--- src/rtl/hazard_ctrl_pkg.sv ---
// Shared encodings for the pipeline hazard controller: MIPS opcode/funct
// fields, Tuse/Tnew timing codes, forward-select codes and decode helpers.
package hazard_ctrl_pkg;

  localparam logic [5:0] OpSpecial = 6'h00, OpJ = 6'h02, OpJal = 6'h03, OpBeq = 6'h04,
                         OpBne = 6'h05, OpBlez = 6'h06, OpBgtz = 6'h07, OpAddi = 6'h08,
                         OpAddiu = 6'h09, OpSlti = 6'h0a, OpSltiu = 6'h0b, OpAndi = 6'h0c,
                         OpOri = 6'h0d, OpXori = 6'h0e, OpLui = 6'h0f, OpLb = 6'h20,
                         OpLh = 6'h21, OpLw = 6'h23, OpLbu = 6'h24, OpLhu = 6'h25,
                         OpSb = 6'h28, OpSh = 6'h29, OpSw = 6'h2b;

  localparam logic [5:0] FnSll = 6'h00, FnSrl = 6'h02, FnSra = 6'h03, FnSllv = 6'h04,
                         FnSrlv = 6'h06, FnSrav = 6'h07, FnJr = 6'h08, FnJalr = 6'h09,
                         FnMfhi = 6'h10, FnMthi = 6'h11, FnMflo = 6'h12, FnMtlo = 6'h13,
                         FnMult = 6'h18, FnMultu = 6'h19, FnDiv = 6'h1a, FnDivu = 6'h1b,
                         FnAdd = 6'h20, FnAddu = 6'h21, FnSub = 6'h22, FnSubu = 6'h23,
                         FnAnd = 6'h24, FnOr = 6'h25, FnXor = 6'h26, FnNor = 6'h27,
                         FnSlt = 6'h2a, FnSltu = 6'h2b;

  // Cycles until a source operand is consumed, counted from D
  localparam logic [1:0] TuseNow = 2'd0, TuseAlu = 2'd1, TuseStore = 2'd2, TuseNone = 2'd3;
  // Cycles until a result becomes forwardable
  localparam logic [1:0] Tnew0 = 2'd0, Tnew1 = 2'd1, Tnew2 = 2'd2;

  localparam logic [2:0] FwdDRf = 3'd0, FwdDRfwd = 3'd1, FwdDAoM = 3'd2, FwdDPc8M = 3'd3,
                         FwdDPc8E = 3'd4;
  localparam logic [1:0] FwdEPipe = 2'd0, FwdERfwd = 2'd1, FwdEAoM = 2'd2, FwdEPc8M = 2'd3;

  localparam logic StIdle = 1'b0, StBusy = 1'b1;

  localparam int unsigned StageD = 0, StageE = 1, StageM = 2, StageW = 3;

  typedef struct packed {
    logic [1:0] tuse_rs;
    logic [1:0] tuse_rt;
    logic [1:0] tnew;
    logic       load;
    logic       store;
    logic       link;    // jal/jalr: result is PC+8
    logic       md_op;   // mult/multu/div/divu
    logic       md_div;  // div/divu
    logic       md_any;  // any instruction touching the md unit or hi/lo
  } hz_dec_t;

  function automatic logic src_stall(input logic [4:0] src, input logic [1:0] tuse,
                                     input logic [4:0] a3_e, input logic [1:0] tnew_e,
                                     input logic [4:0] a3_m, input logic [1:0] tnew_m);
    return (src != 5'd0) &&
           (((src == a3_e) && (tnew_e > tuse)) || ((src == a3_m) && (tnew_m > tuse)));
  endfunction

  // Youngest matching stage wins; a match whose value is not yet ready
  // blocks older stages so a stale value is never selected.
  function automatic logic [2:0] fwd_sel_d(input logic [4:0] src, input logic [4:0] a3_e,
                                           input logic link_e, input logic [4:0] a3_m,
                                           input logic [1:0] tnew_m, input logic link_m,
                                           input logic [4:0] a3_w);
    logic [2:0] sel;
    sel = FwdDRf;
    if (src != 5'd0) begin
      if (src == a3_e) sel = link_e ? FwdDPc8E : FwdDRf;
      else if (src == a3_m) sel = (tnew_m == Tnew0) ? (link_m ? FwdDPc8M : FwdDAoM) : FwdDRf;
      else if (src == a3_w) sel = FwdDRfwd;
    end
    return sel;
  endfunction

  function automatic logic [1:0] fwd_sel_e(input logic [4:0] src, input logic [4:0] a3_m,
                                           input logic [1:0] tnew_m, input logic link_m,
                                           input logic [4:0] a3_w);
    logic [1:0] sel;
    sel = FwdEPipe;
    if (src != 5'd0) begin
      if (src == a3_m) sel = (tnew_m == Tnew0) ? (link_m ? FwdEPc8M : FwdEAoM) : FwdEPipe;
      else if (src == a3_w) sel = FwdERfwd;
    end
    return sel;
  endfunction

endpackage

--- src/rtl/hz_decode.sv ---
// Per-stage instruction classifier: operand use times, result ready time
// (aged to the stage this instance sits in) and class flags.
module hz_decode import hazard_ctrl_pkg::*; #(
  parameter int unsigned Stage = StageE
) (
  input  logic [31:0] i_ir,
  output hz_dec_t     o_dec
);

  logic [5:0] w_op;
  logic [5:0] w_fn;
  logic       w_unused_ir;

  assign w_op        = i_ir[31:26];
  assign w_fn        = i_ir[5:0];
  assign w_unused_ir = ^i_ir[25:6];

  // Classify the instruction; unknown encodings use nothing and write nothing
  always_comb begin
    o_dec         = '0;
    o_dec.tuse_rs = TuseNone;
    o_dec.tuse_rt = TuseNone;
    case (w_op)
      OpSpecial: begin
        case (w_fn)
          FnSll, FnSrl, FnSra: begin
            o_dec.tuse_rt = TuseAlu;
            o_dec.tnew    = Tnew1;
          end
          FnSllv, FnSrlv, FnSrav, FnAdd, FnAddu, FnSub, FnSubu, FnAnd, FnOr, FnXor, FnNor,
          FnSlt, FnSltu: begin
            o_dec.tuse_rs = TuseAlu;
            o_dec.tuse_rt = TuseAlu;
            o_dec.tnew    = Tnew1;
          end
          FnJr: o_dec.tuse_rs = TuseNow;
          FnJalr: begin
            o_dec.tuse_rs = TuseNow;
            o_dec.link    = 1'b1;
          end
          FnMfhi, FnMflo: begin
            o_dec.tnew   = Tnew1;
            o_dec.md_any = 1'b1;
          end
          FnMthi, FnMtlo: begin
            o_dec.tuse_rs = TuseAlu;
            o_dec.md_any  = 1'b1;
          end
          FnMult, FnMultu, FnDiv, FnDivu: begin
            o_dec.tuse_rs = TuseAlu;
            o_dec.tuse_rt = TuseAlu;
            o_dec.md_op   = 1'b1;
            o_dec.md_div  = w_fn[1];
            o_dec.md_any  = 1'b1;
          end
          default: ;
        endcase
      end
      OpBeq, OpBne: begin
        o_dec.tuse_rs = TuseNow;
        o_dec.tuse_rt = TuseNow;
      end
      OpBlez, OpBgtz: o_dec.tuse_rs = TuseNow;
      OpAddi, OpAddiu, OpSlti, OpSltiu, OpAndi, OpOri, OpXori: begin
        o_dec.tuse_rs = TuseAlu;
        o_dec.tnew    = Tnew1;
      end
      OpLui: o_dec.tnew = Tnew1;
      OpLb, OpLh, OpLw, OpLbu, OpLhu: begin
        o_dec.tuse_rs = TuseAlu;
        o_dec.tnew    = Tnew2;
        o_dec.load    = 1'b1;
      end
      OpSb, OpSh, OpSw: begin
        o_dec.tuse_rs = TuseAlu;
        o_dec.tuse_rt = TuseStore;
        o_dec.store   = 1'b1;
      end
      OpJal: o_dec.link = 1'b1;
      OpJ: ;
      default: ;
    endcase
    if (Stage == StageM) o_dec.tnew = o_dec.load ? Tnew1 : Tnew0;
    else if (Stage == StageW) o_dec.tnew = Tnew0;
  end

endmodule

--- src/rtl/hazard_ctrl.sv ---
// Pipeline hazard controller: data/md stall generation, forwarding selects
// for D, E and M, multiply/divide busy sequencer and a stalled-cycle counter.
module hazard_ctrl import hazard_ctrl_pkg::*; #(
  parameter int unsigned MULT_CYC = 5,
  parameter int unsigned DIV_CYC  = 10
) (
  input  logic        clk,
  input  logic        reset,
  input  logic [31:0] IR_D,
  input  logic [31:0] IR_E,
  input  logic [31:0] IR_M,
  input  logic [31:0] IR_W,
  input  logic [4:0]  A3_E,
  input  logic [4:0]  A3_M,
  input  logic [4:0]  A3_W,
  output logic        Stall,
  output logic [2:0]  ForwardRSD,
  output logic [2:0]  ForwardRTD,
  output logic [1:0]  ForwardRSE,
  output logic [1:0]  ForwardRTE,
  output logic        ForwardRTM,
  output logic        StartE,
  output logic        MdBusy,
  output logic [31:0] StallCnt
);

  localparam int unsigned CntMax = (MULT_CYC > DIV_CYC) ? MULT_CYC : DIV_CYC;
  localparam int unsigned CntW   = $clog2(CntMax + 1);

  hz_dec_t w_dec_d, w_dec_e, w_dec_m, w_dec_w;
  logic    w_unused_dec;
  logic    w_stall_data, w_stall_md;

  logic            r_state_q, r_state_d;
  logic [CntW-1:0] r_cnt_q, r_cnt_d;
  logic [31:0]     r_stall_cnt_q, r_stall_cnt_d;

  hz_decode #(.Stage(StageD)) u_dec_d (.i_ir(IR_D), .o_dec(w_dec_d));
  hz_decode #(.Stage(StageE)) u_dec_e (.i_ir(IR_E), .o_dec(w_dec_e));
  hz_decode #(.Stage(StageM)) u_dec_m (.i_ir(IR_M), .o_dec(w_dec_m));
  hz_decode #(.Stage(StageW)) u_dec_w (.i_ir(IR_W), .o_dec(w_dec_w));

  // W results are always in the register file or RFWD, so W decode is informational
  assign w_unused_dec = ^{w_dec_d, w_dec_e, w_dec_m, w_dec_w};

  assign w_stall_data =
      src_stall(IR_D[25:21], w_dec_d.tuse_rs, A3_E, w_dec_e.tnew, A3_M, w_dec_m.tnew) |
      src_stall(IR_D[20:16], w_dec_d.tuse_rt, A3_E, w_dec_e.tnew, A3_M, w_dec_m.tnew);
  assign w_stall_md   = w_dec_d.md_any & (StartE | MdBusy);
  assign Stall        = w_stall_data | w_stall_md;

  assign ForwardRSD = fwd_sel_d(IR_D[25:21], A3_E, w_dec_e.link, A3_M, w_dec_m.tnew,
                                w_dec_m.link, A3_W);
  assign ForwardRTD = fwd_sel_d(IR_D[20:16], A3_E, w_dec_e.link, A3_M, w_dec_m.tnew,
                                w_dec_m.link, A3_W);
  assign ForwardRSE = fwd_sel_e(IR_E[25:21], A3_M, w_dec_m.tnew, w_dec_m.link, A3_W);
  assign ForwardRTE = fwd_sel_e(IR_E[20:16], A3_M, w_dec_m.tnew, w_dec_m.link, A3_W);
  assign ForwardRTM = w_dec_m.store & (IR_M[20:16] != 5'd0) & (IR_M[20:16] == A3_W);

  assign MdBusy   = (r_state_q == StBusy);
  assign StallCnt = r_stall_cnt_q;

  // MD sequencer: launch from idle, count down busy cycles, ignore new ops while busy
  always_comb begin
    r_state_d = r_state_q;
    r_cnt_d   = r_cnt_q;
    StartE    = 1'b0;
    case (r_state_q)
      StIdle: begin
        if (w_dec_e.md_op && !reset) begin
          StartE    = 1'b1;
          r_state_d = StBusy;
          r_cnt_d   = w_dec_e.md_div ? CntW'(DIV_CYC) : CntW'(MULT_CYC);
        end
      end
      StBusy: begin
        if (r_cnt_q <= CntW'(1)) begin
          r_state_d = StIdle;
          r_cnt_d   = '0;
        end else begin
          r_cnt_d = r_cnt_q - 1'b1;
        end
      end
      default: r_state_d = StIdle;
    endcase
  end

  // Saturating count of stalled cycles
  always_comb begin
    r_stall_cnt_d = r_stall_cnt_q;
    if (Stall && (r_stall_cnt_q != 32'hFFFF_FFFF)) r_stall_cnt_d = r_stall_cnt_q + 32'd1;
  end

  // State registers; reset aborts any in-flight md sequence
  always_ff @(posedge clk or posedge reset) begin
    if (reset) begin
      r_state_q     <= StIdle;
      r_cnt_q       <= '0;
      r_stall_cnt_q <= '0;
    end else begin
      r_state_q     <= r_state_d;
      r_cnt_q       <= r_cnt_d;
      r_stall_cnt_q <= r_stall_cnt_d;
    end
  end

endmodule

--- config.mk ---
export PLATFORM = sky130hd
export DESIGN_NAME = hazard_ctrl
export DESIGN_NICKNAME = d
export VERILOG_FILES = /design/src/rtl/hazard_ctrl_pkg.sv /design/src/rtl/hz_decode.sv /design/src/rtl/hazard_ctrl.sv
export SDC_FILE = /design/constraint.sdc
export NUM_CORES = 1
export LEC_CHECK = 0
export CORE_MARGIN = 2
export CORE_UTILIZATION = 36
export DETAILED_ROUTE_END_ITERATION = 6
export GPL_TIMING_DRIVEN = 0
export MAX_ROUTING_LAYER = met4
export PLACE_DENSITY = 0.78
export SLEW_MARGIN = 20
export SYNTH_ARGS = -nofsm -noshare
export SYNTH_HDL_FRONTEND = slang
export SYNTH_SLANG_ARGS = --single-unit
--- constraint.sdc ---
create_clock -name clk -period 3.1 [get_ports clk]
set_input_delay 0.465 -clock clk [delete_from_list [all_inputs] [get_ports clk]]
set_output_delay 0.465 -clock clk [all_outputs]
set_load 0.1 [all_outputs]
* After elaboration in Yosys (flattened, before gate mapping)
Cells that the tools add are included.
Storage, ports and cells: output and inout bits 46, input port bits 145, word-level logic and storage cells 204, register bits after elaboration 37
Operators by class: equal/unequal tests 105, bitwise gates (word level) 7, reduce and logical (&&, ||, !) cells 37, add/sub/neg operators 2, muxes and demuxes 45, $lt $le $gt $ge 5
Operators by type and width (number):
- 6-bit == test (second input constant) | 41
- 6-bit by 4-bit == test with 1-bit output (second input constant) | 19
- 6-bit by 5-bit == test with 1-bit output (second input constant) | 16
- 6-bit by 3-bit == test with 1-bit output (second input constant) | 10
- 5-bit == test | 11
- 6-bit by 2-bit == test with 1-bit output (second input constant) | 6
- 32-bit by 1-bit adder with 32-bit output (second input constant) | 1
- 32-bit != test (second input constant) | 1
- 6-bit zero test | 5
- 5-bit nonzero test | 5
- 8-bit OR reduction | 3
- 2-bit two-way mux | 10
- 20-bit OR reduction | 1
- 19-bit OR reduction | 1
- 1-bit two-way mux | 18
- 3-bit two-way mux | 6
- 2-bit one-hot mux with 3 select lines | 3
- 18-bit OR reduction | 1
- 15-bit OR reduction | 1
- 4-bit two-way mux | 3
- 5-bit OR reduction | 2
- 2-bit > comparator | 4
- 1-bit logical AND | 8
- 4-bit one-hot mux with 2 select lines | 1
- other kinds (14) | 24

* Longest topological paths before layout
Gate-level depths: netlist (run 1).
depth after elaboration 11, depth in mapped cells 16, mapped depth without buffers 15

* By module
Synthesis (run 1) repeated with hierarchy kept, for this count alone.
Second synthesis, totals: cells, all modules 486, area, all modules 3968.8 um^2
By module, submodules not included:
- hazard_ctrl | seq. area each 925.9 um^2, times used 1, cells each 323, area each 2955.3 um^2
- hz_decode at u_dec_d | seq. area each 0.0 um^2, times used 1, cells each 58, area each 345.3 um^2
- hz_decode at u_dec_e | seq. area each 0.0 um^2, times used 1, cells each 53, area each 335.3 um^2
- hz_decode at u_dec_m | seq. area each 0.0 um^2, times used 1, cells each 52, area each 332.8 um^2

* Worst setup path before layout (run 1)
OpenSTA, ideal clock, no wires.
path kind input -> output, start in IR_D[16], end out ForwardRTD[1], setup slack -0.685 ns, arrival time 3.320 ns, stages on the path 5, buffers on the path 1, data required time 2.635 ns, path through clkbuf_1 -> xnor2_1 -> nand3_1 -> or3_1 -> nor3_1
On the way: word-level cells in the longest chain between the ends 4, elaborated cells on any way between the ends 6, those cells by class 2 x eq/ne; 3 x mux; 1 x reduce/logical
RTL lines:
- from (decl) | RTL line hazard_ctrl.sv:9 | input logic [31:0] IR_D,
- 5-bit == test | RTL line hazard_ctrl_pkg.sv:62 | else if (src == a3_m) sel = (tnew_m == Tnew0) ? (link_m ? FwdDPc8M : FwdDAoM) : FwdDRf;
- 2-bit two-way mux | RTL line hazard_ctrl_pkg.sv:62
- 3-bit two-way mux | RTL line hazard_ctrl_pkg.sv:61 | if (src == a3_e) sel = link_e ? FwdDPc8E : FwdDRf;
- 3-bit two-way mux * | RTL line hazard_ctrl_pkg.sv:60 | if (src != 5'd0) begin
- to (decl) | RTL line hazard_ctrl.sv:18 | output logic [2:0] ForwardRTD,
Mark *: on every way between the ends. The rest lies on a longest branch, timed or not.

* Worst setup path after layout (run 1)
start in IR_E[5], end out Stall
On the way: word-level cells in the longest chain between the ends 10, elaborated cells on any way between the ends 43, those cells by class 2 x order compare; 21 x eq/ne; 6 x mux; 4 x bitwise; 10 x reduce/logical
RTL lines:
- from (decl) | RTL line hazard_ctrl.sv:10 | input logic [31:0] IR_E,
- 6-bit by 2-bit == test with 1-bit output, or another cell as far along | RTL line hz_decode.sv:25 | case (w_fn)
- 18-bit OR reduction (no line) or 4-bit OR reduction (tied branches)
- 1-bit two-way mux or 2-bit two-way mux (tied branches) | RTL line hz_decode.sv:25
- 2-bit one-hot mux with 3 select lines or 3-bit two-way mux (tied branches) | RTL line hz_decode.sv:23 | case (w_op)
- 2-bit > comparator or 1-bit logical AND (tied branches) | RTL line hazard_ctrl_pkg.sv:49, hazard_ctrl.sv:70
- 1-bit logical AND or 1-bit two-way mux (tied branches) | RTL line hazard_ctrl_pkg.sv:49, hazard_ctrl.sv:70
- 1-bit logical OR or 1-bit two-way mux (tied branches) | RTL line hazard_ctrl_pkg.sv:49, hazard_ctrl.sv:68
- 1-bit logical AND or 1-bit bitwise OR (tied branches) | RTL line hazard_ctrl_pkg.sv:48, hazard_ctrl.sv:49
- 1-bit bitwise OR or 1-bit AND (tied branches) | RTL line hazard_ctrl.sv:47, hazard_ctrl.sv:49
- 1-bit bitwise OR * | RTL line hazard_ctrl.sv:50 | assign Stall = w_stall_data | w_stall_md;
- to (decl) | RTL line hazard_ctrl.sv:16 | output logic Stall,
Marked as above.

==> flow_metrics.env, run 1 <==
export IMPL_layout_common_cells="clkdlybuf4s50_1, xor2_1, dfrtp_1"
export IMPL_final_common_cell="clkdlybuf4s50_1"
export IMPL_wl_per_cell_um=16.4
export IMPL_htreeDepth=2
export IMPL_io_pin_count=191
export IMPL_drt_met1_wl_mm=4.25
export IMPL_place_ws_ns=-1.81
export IMPL_holdBufCountCts=0
export IMPL_drtAntennaViolNets=0
export IMPL_comb_power_share_pct=38.0
export IMPL_synth_cells=385
export IMPL_yosys_top_cells_area="dfrtp_1, xor2_1, xnor2_1"
export IMPL_final_period_utilization_pct=108
export IMPL_wl_mm=10.7
export IMPL_nNetsFinal=679
export IMPL_core_area_mm2=0.00933
export IMPL_maxCapViolCount=0
export IMPL_dr_first_iter_drc_count=159
export IMPL_clk_latency_ns=0.29
export IMPL_whs_ns=0.398
export IMPL_tritoncts="yes"
export IMPL_hold_viol=0
export IMPL_syn_area_mm2=0.00348
export IMPL_reg2reg_from="StallCnt[0]"
export IMPL_finalSetupViolCount=20
export IMPL_synth_seq_area_share_pct=26.6
export IMPL_dr_pass1_iters=4
export IMPL_drv_slew=0
export IMPL_die_h_um=102
export IMPL_drc_errors=0
export IMPL_globalplace_congestion=0.873
export IMPL_clock_skew_final_ns=0.00386
export IMPL_worstPathRequired_ns=2.63
export IMPL_grt_usage_pct=19.9
export IMPL_ir_worst_vdd_uv=237
export IMPL_dr_wl_met3_um=633
export IMPL_pwr_share_clk_pct=22.8
export IMPL_p_int_uw=916
export IMPL_synth_edf_count=0
export IMPL_synth_fp_nets=539
export IMPL_io_buffers=115
export IMPL_clkTransAtPathRegs_ns=0.07
export IMPL_viasPerCell=5.43
export IMPL_area_growth_pct=55.6
export IMPL_rows=35
export IMPL_root_buffer="clkbuf_8"
export IMPL_crit_end="Stall"
export IMPL_slew_headroom_pct=32.1
export IMPL_timing_fmax_ghz=0.298
export IMPL_avgSynthCellArea_um2=9.04
export IMPL_grt_max_degree=35
export IMPL_pwr_share_seq_pct=39.2
export IMPL_synth_warnings=0
export IMPL_antenna_found_initial=0
export IMPL_startpoint_type="input pin"
export IMPL_hpwlAfterDp_mm=7.75
export IMPL_grt_pass1_wl_mm=16.4
export IMPL_fp_dieArea_mm2=0.0105
export IMPL_p_sw_share_pct=37.2
export IMPL_crit_arrival_ns=2.89
export IMPL_timing_rr_end="StallCnt[25]"
export IMPL_antenna_cells=0
export IMPL_fin_crit_ns=3.36
export IMPL_grt_setup_unrepaired="true"
export IMPL_synthFlopType="dfrtp_1"
export IMPL_worstSetupPathType="in -> out"
export IMPL_post_route_util_pct=58.1
export IMPL_async_flop_share_pct=100
export IMPL_wl_met2_mm=5.67
export IMPL_yosysTopAreaCellShare_pct=26.6
export IMPL_drive_gt1_share_pct=24.5
export IMPL_reg2reg_depth=7
export IMPL_ys_types=62
export IMPL_dp_cells=630
export IMPL_leakage_nw=2.26
export IMPL_switchingPower_uw=543
export IMPL_ys_ff_latch=37
export IMPL_layout_setup_ws_ns=-0.259
export IMPL_clock_sinks=37
export IMPL_worstMarginPinSlew_ns=1.01
export IMPL_violations="setup timing"
export IMPL_yosys_area_top_type="dfrtp_1"
export IMPL_crit_path_end_kind="output port"
export IMPL_via_count=3555
export IMPL_power_density_mw_per_mm2=269
export IMPL_min_path_type="in -> async"
export IMPL_clk_path_buf_depth=2
export IMPL_fin_cells=655
export IMPL_initial_core_util_pct=37.3
export IMPL_rrSetupSlack_ns=0.41
export IMPL_crit_start="IR_E[5]"
export IMPL_die_x_um=102
export IMPL_cts_buffers=5
export IMPL_grt_overflow=0
export IMPL_status="complete, but fails checks"
export IMPL_grt_pass1_vias=3531
export IMPL_top_layer_used="met4"
export IMPL_crit_fanout=5
-- flip-flops by register name (all words and copies together), names as in the netlist --
register and count:
MdBusy 1, StallCnt 32, r_cnt_q 4
-- synthesized netlist by cell type (2+ instances only) --
master,count
a211o_1,2
a211oi_1,3
a21oi_1,14
a31oi_1,4
and2_1,2
and3_1,5
and3b_1,2
and4_1,2
buf_2,3
buf_4,2
buf_6,2
clkbuf_1,6
dfrtp_1,37
ha_1,9
inv_1,15
mux2i_1,5
nand2_1,12
nand2b_1,5
nand3_1,22
nand4_1,11
nor2_1,24
nor2b_1,5
nor3_1,24
nor3_2,6
nor3b_1,2
nor4_1,6
nor4_2,10
nor4_4,2
nor4b_1,5
nor4b_2,5
o21ai_0,8
o22ai_1,3
or2_2,2
or3_1,3
or4_1,7
xnor2_1,35
xor2_1,50
-- repair_timing --
item,CTS,global route
cloned,0,2
gates resized for setup,111,67
pin swaps,20,41
endpoints found under the setup margin,45,36
buffers inserted,6,9
hold endpoints to repair,0,0
-- worst min-delay path by stage --
stage                  from            to  slack [ns]  cells past startpoint
2_1_floorplan    r_cnt_q[0]    r_cnt_q[0]        0.51                      1
3_3_place_gp    StallCnt[9]   StallCnt[9]        0.47                      1
3_5_place_dp   StallCnt[29]  StallCnt[29]        0.48                      1
4_1_cts               reset    r_cnt_q[0]        0.40                      2
5_1_grt               reset    r_cnt_q[0]        0.42                      2
6_report              reset    r_cnt_q[0]        0.40                      2
-- critical path, cell delays in order --
cell and delay, ns:
buf_8 0.09, or4_4 0.54, o21ai_4 0.09, a21oi_2 0.07
or3_4 0.35, ha_4 0.27, nand2_4 0.06, o21ai_2 0.06
nor4_2 0.24, a211oi_2 0.08, and3_4 0.21, buf_12 0.14
inv_16 0.05, buf_16 0.16
-- logic make-up after synthesis --
family | Yosys count | share of synthesized area, %
simple gates | 173 | 34.1
flops | 37 | 26.6
compound gates | 43 | 7.76
fa+ha+maj | 9 | 3.24
buf+inv | 32 | 5.07
xor+xnor | 85 | 21.4
mux | 6 | 1.87
-- layer usage --
metal / GRT usage, % / vias up
met4: 4.00 / 0
li1: - / 1675
met3: 3.35 / 18
met2: 36.8 / 142
met5: - / -
met1: 22.4 / 1720
-- power groups by stage --
stage | clock, mW | sequential, mW | combinational [mW]
finish | 0.333 | 0.571 | 0.555
global route | 0.356 | 0.575 | 0.596
CTS | 0.333 | 0.568 | 0.541
detailed placement | 0 | 0.576 | 0.528
global placement | 0 | 0.574 | 0.502
floorplan | 0 | 0.643 | 0.246
-- per-stage QoR --
stage / total power [mW] / area, um2 / TNS, ns
4_1_cts: 1.44 / 5180 / -1.66
5_1_grt: 1.53 / 5420 / -5.22
6_report: 1.46 / 5420 / -3.13
2_1_floorplan: 0.889 / 3530 / -0.0192
3_5_place_dp: 1.10 / 4870 / -29.43
3_3_place_gp: 1.08 / 4840 / -39.15
-- final cells by class --
class	count	area, um2
tap	129	161
sequential	37	926
fill	804	3910
clock inverter	2	10.0
multi-input combinational	316	2710
buffer	16	124
clock buffer	6	72.6
inverter	16	76.3
timing repair buffer	133	1330
Note: power is estimated with default switching activity, not from simulation.
==> run 2, diff against run 1 <==
--- a/config.mk
+++ b/config.mk
@@ -5,12 +5,14 @@
 export SDC_FILE = /design/constraint.sdc
 export NUM_CORES = 1
 export LEC_CHECK = 0
+export ABC_AREA = 0
 export CORE_MARGIN = 2
-export CORE_UTILIZATION = 36
+export CORE_UTILIZATION = 37
+export CTS_BUF_LIST = sky130_fd_sc_hd__clkbuf_4
 export DETAILED_ROUTE_END_ITERATION = 6
 export GPL_TIMING_DRIVEN = 0
 export MAX_ROUTING_LAYER = met4
-export PLACE_DENSITY = 0.78
+export PLACE_DENSITY = 0.8
 export SLEW_MARGIN = 20
 export SYNTH_ARGS = -nofsm -noshare
 export SYNTH_HDL_FRONTEND = slang
==> run 2 against run 1 <==
The run still ends with setup timing left. Global-route usage is 0.070 points higher. Worst hold slack better by 0.064 ns. Clock skew is 0.0092 ns higher. Cell area is 4.4% lower. Register-to-register slack better by 0.20 ns. Maximum frequency is 0.73% lower. Worst setup slack worse by 0.025 ns. Count of clock-buffer cells in the layout stayed put. Via count is 2.6% lower. Wire length is 7.6% lower. Sequential cell count stayed put. Critical endpoint unchanged. Largest cell class unchanged.
==> flow_metrics.env, run 2 (synthesized netlist as in run 1, its figures left out) <==
export IMPL_status="complete, but fails checks"
export IMPL_violations="setup timing"
export IMPL_clock_skew_final_ns=0.0131
export IMPL_hold_viol=0
export IMPL_globalplace_congestion=0.877
export IMPL_largest_reg_flops=32
export IMPL_clock_sinks=37
export IMPL_final_period_utilization_pct=109
export IMPL_area_growth_pct=48.7
export IMPL_htreeDepth=2
export IMPL_core_area_mm2=0.00920
export IMPL_antenna_found_initial=0
export IMPL_clkTransAtPathRegs_ns=0.12
export IMPL_layout_setup_ws_ns=-0.284
export IMPL_fin_crit_ns=3.38
export IMPL_ir_worst_vdd_uv=184
export IMPL_grt_setup_unrepaired="true"
export IMPL_grt_usage_pct=19.9
export IMPL_crit_arrival_ns=2.92
export IMPL_slew_headroom_pct=32.2
export IMPL_die_h_um=101
export IMPL_initial_core_util_pct=37.9
export IMPL_finalSetupTns_ns=-1.14
export IMPL_dr_pass1_iters=4
export IMPL_io_buffers=115
export IMPL_root_buffer="clkbuf_4"
export IMPL_via_count=3464
export IMPL_finalSetupViolCount=17
export IMPL_wl_per_cell_um=15.7
export IMPL_cts_buffers=5
export IMPL_fin_cells=630
export IMPL_reg2reg_from="StallCnt[0]"
export IMPL_nNetsFinal=672
export IMPL_regArea_um2=926
export IMPL_place_ws_ns=-1.80
export IMPL_drtAntennaViolNets=0
export IMPL_power_density_mw_per_mm2=265
export IMPL_die_x_um=101
export IMPL_clk_path_buf_depth=2
export IMPL_grt_overflow=0
export IMPL_wl_mm=9.91
export IMPL_dp_cells=612
export IMPL_stdcell_area_mm2=0.00518
export IMPL_final_common_cell="clkdlybuf4s50_1"
export IMPL_tritoncts="yes"
export IMPL_startpoint_type="input pin"
export IMPL_dr_first_iter_drc_count=126
export IMPL_drive_gt1_share_pct=22.2
export IMPL_placed_area_mm2=0.00485
export IMPL_grt_pass1_vias=3473
export IMPL_worstSetupPathType="in -> out"
export IMPL_multi_input_area_mm2=0.00262
export IMPL_grt_pass1_wl_mm=16.1
export IMPL_timing_fmax_ghz=0.296
export IMPL_fill_cells=819
export IMPL_crit_start="IR_E[2]"
export IMPL_crit_fanout=3
export IMPL_drv_slew=0
export IMPL_worstMarginPinSlew_ns=1.01
export IMPL_rows=35
export IMPL_whs_ns=0.462
export IMPL_antenna_cells=0
export IMPL_layout_common_cells="clkdlybuf4s50_1, xor2_1, dfrtp_1"
export IMPL_crit_path_end_kind="output port"
export IMPL_clk_latency_ns=0.34
export IMPL_holdBufCountCts=0
export IMPL_fp_dieArea_mm2=0.0102
export IMPL_worstPathRequired_ns=2.63
export IMPL_grt_max_degree=24
export IMPL_hpwlAfterDp_mm=7.91
export IMPL_viasPerCell=5.50
export IMPL_maxCapViolCount=0
export IMPL_leakage_nw=2.14
export IMPL_min_path_type="in -> async"
export IMPL_drc_errors=0
export IMPL_io_pin_count=191
[run 2: where the power goes]
| group | leakage [nW] | switching, mW | internal (mW) |
|---|---|---|---|
| registers | 0.499 | 0.0483 | 0.519 |
| logic | 1.61 | 0.308 | 0.236 |
| clock network | 0.0354 | 0.162 | 0.0953 |
| total | 2.14 | 0.519 | 0.851 |
[run 2: cell type report]
class	instances	share of cell area [%]
tap	111	2.68
sequential	37	17.9
clock inverter	2	0.193
multi-input combinational	316	50.7
buffer	16	2.20
timing repair buffer	126	24.0
clock buffer	6	0.870
inverter	16	1.47
[run 2: stage by stage]
stage / total power, mW / utilization (%)
after global placement: 1.08 / 52.4
after CTS: 1.37 / 55.8
final: 1.37 / 56.3
after global routing: 1.45 / 56.3
after floorplan: 0.889 / -
after detailed placement: 1.10 / 52.7
[run 2: metal layers]
layer	vias to the layer above	track usage (%)	wire length [um]
met1	1644	23.1	4030
li1	1661	-	-
met5	-	-	0
met4	0	4.78	159
met3	17	3.88	636
met2	142	35.4	5080
[run 2: repair_timing]
item                                    in CTS  in global routing
endpoints found under the hold margin        0                  0
endpoints found under the setup margin      45                 35
gates resized for setup                    106                 34
pin swaps                                   19                 15
setup buffers                                7                  3
[run 2: final timing paths]
| kind | to | slack, ns | depth (start not counted) |
|---|---|---|---|
| max | Stall | -0.28 | 14 |
| min | StallCnt[30] | 0.46 | 2 |
| max reg2reg | StallCnt[2] | 0.61 | 8 |
| min reg2reg | StallCnt[9] | 0.49 | 1 |
| max in group asynchronous | StallCnt[2] | 2.20 | 3 |
| min in group clk | MdBusy | 0.47 | 3 |
[run 2: worst max-delay path, stage by stage]
cell      delay (ns)
buf_8           0.10
or4_4           0.54
o21ai_4         0.08
a21oi_2         0.07
or3_4           0.39
ha_4            0.16
nor2b_1         0.11
o21ai_1         0.09
nor4_2          0.32
a211oi_2        0.06
and3_4          0.19
buf_12          0.14
inv_16          0.05
buf_16          0.15
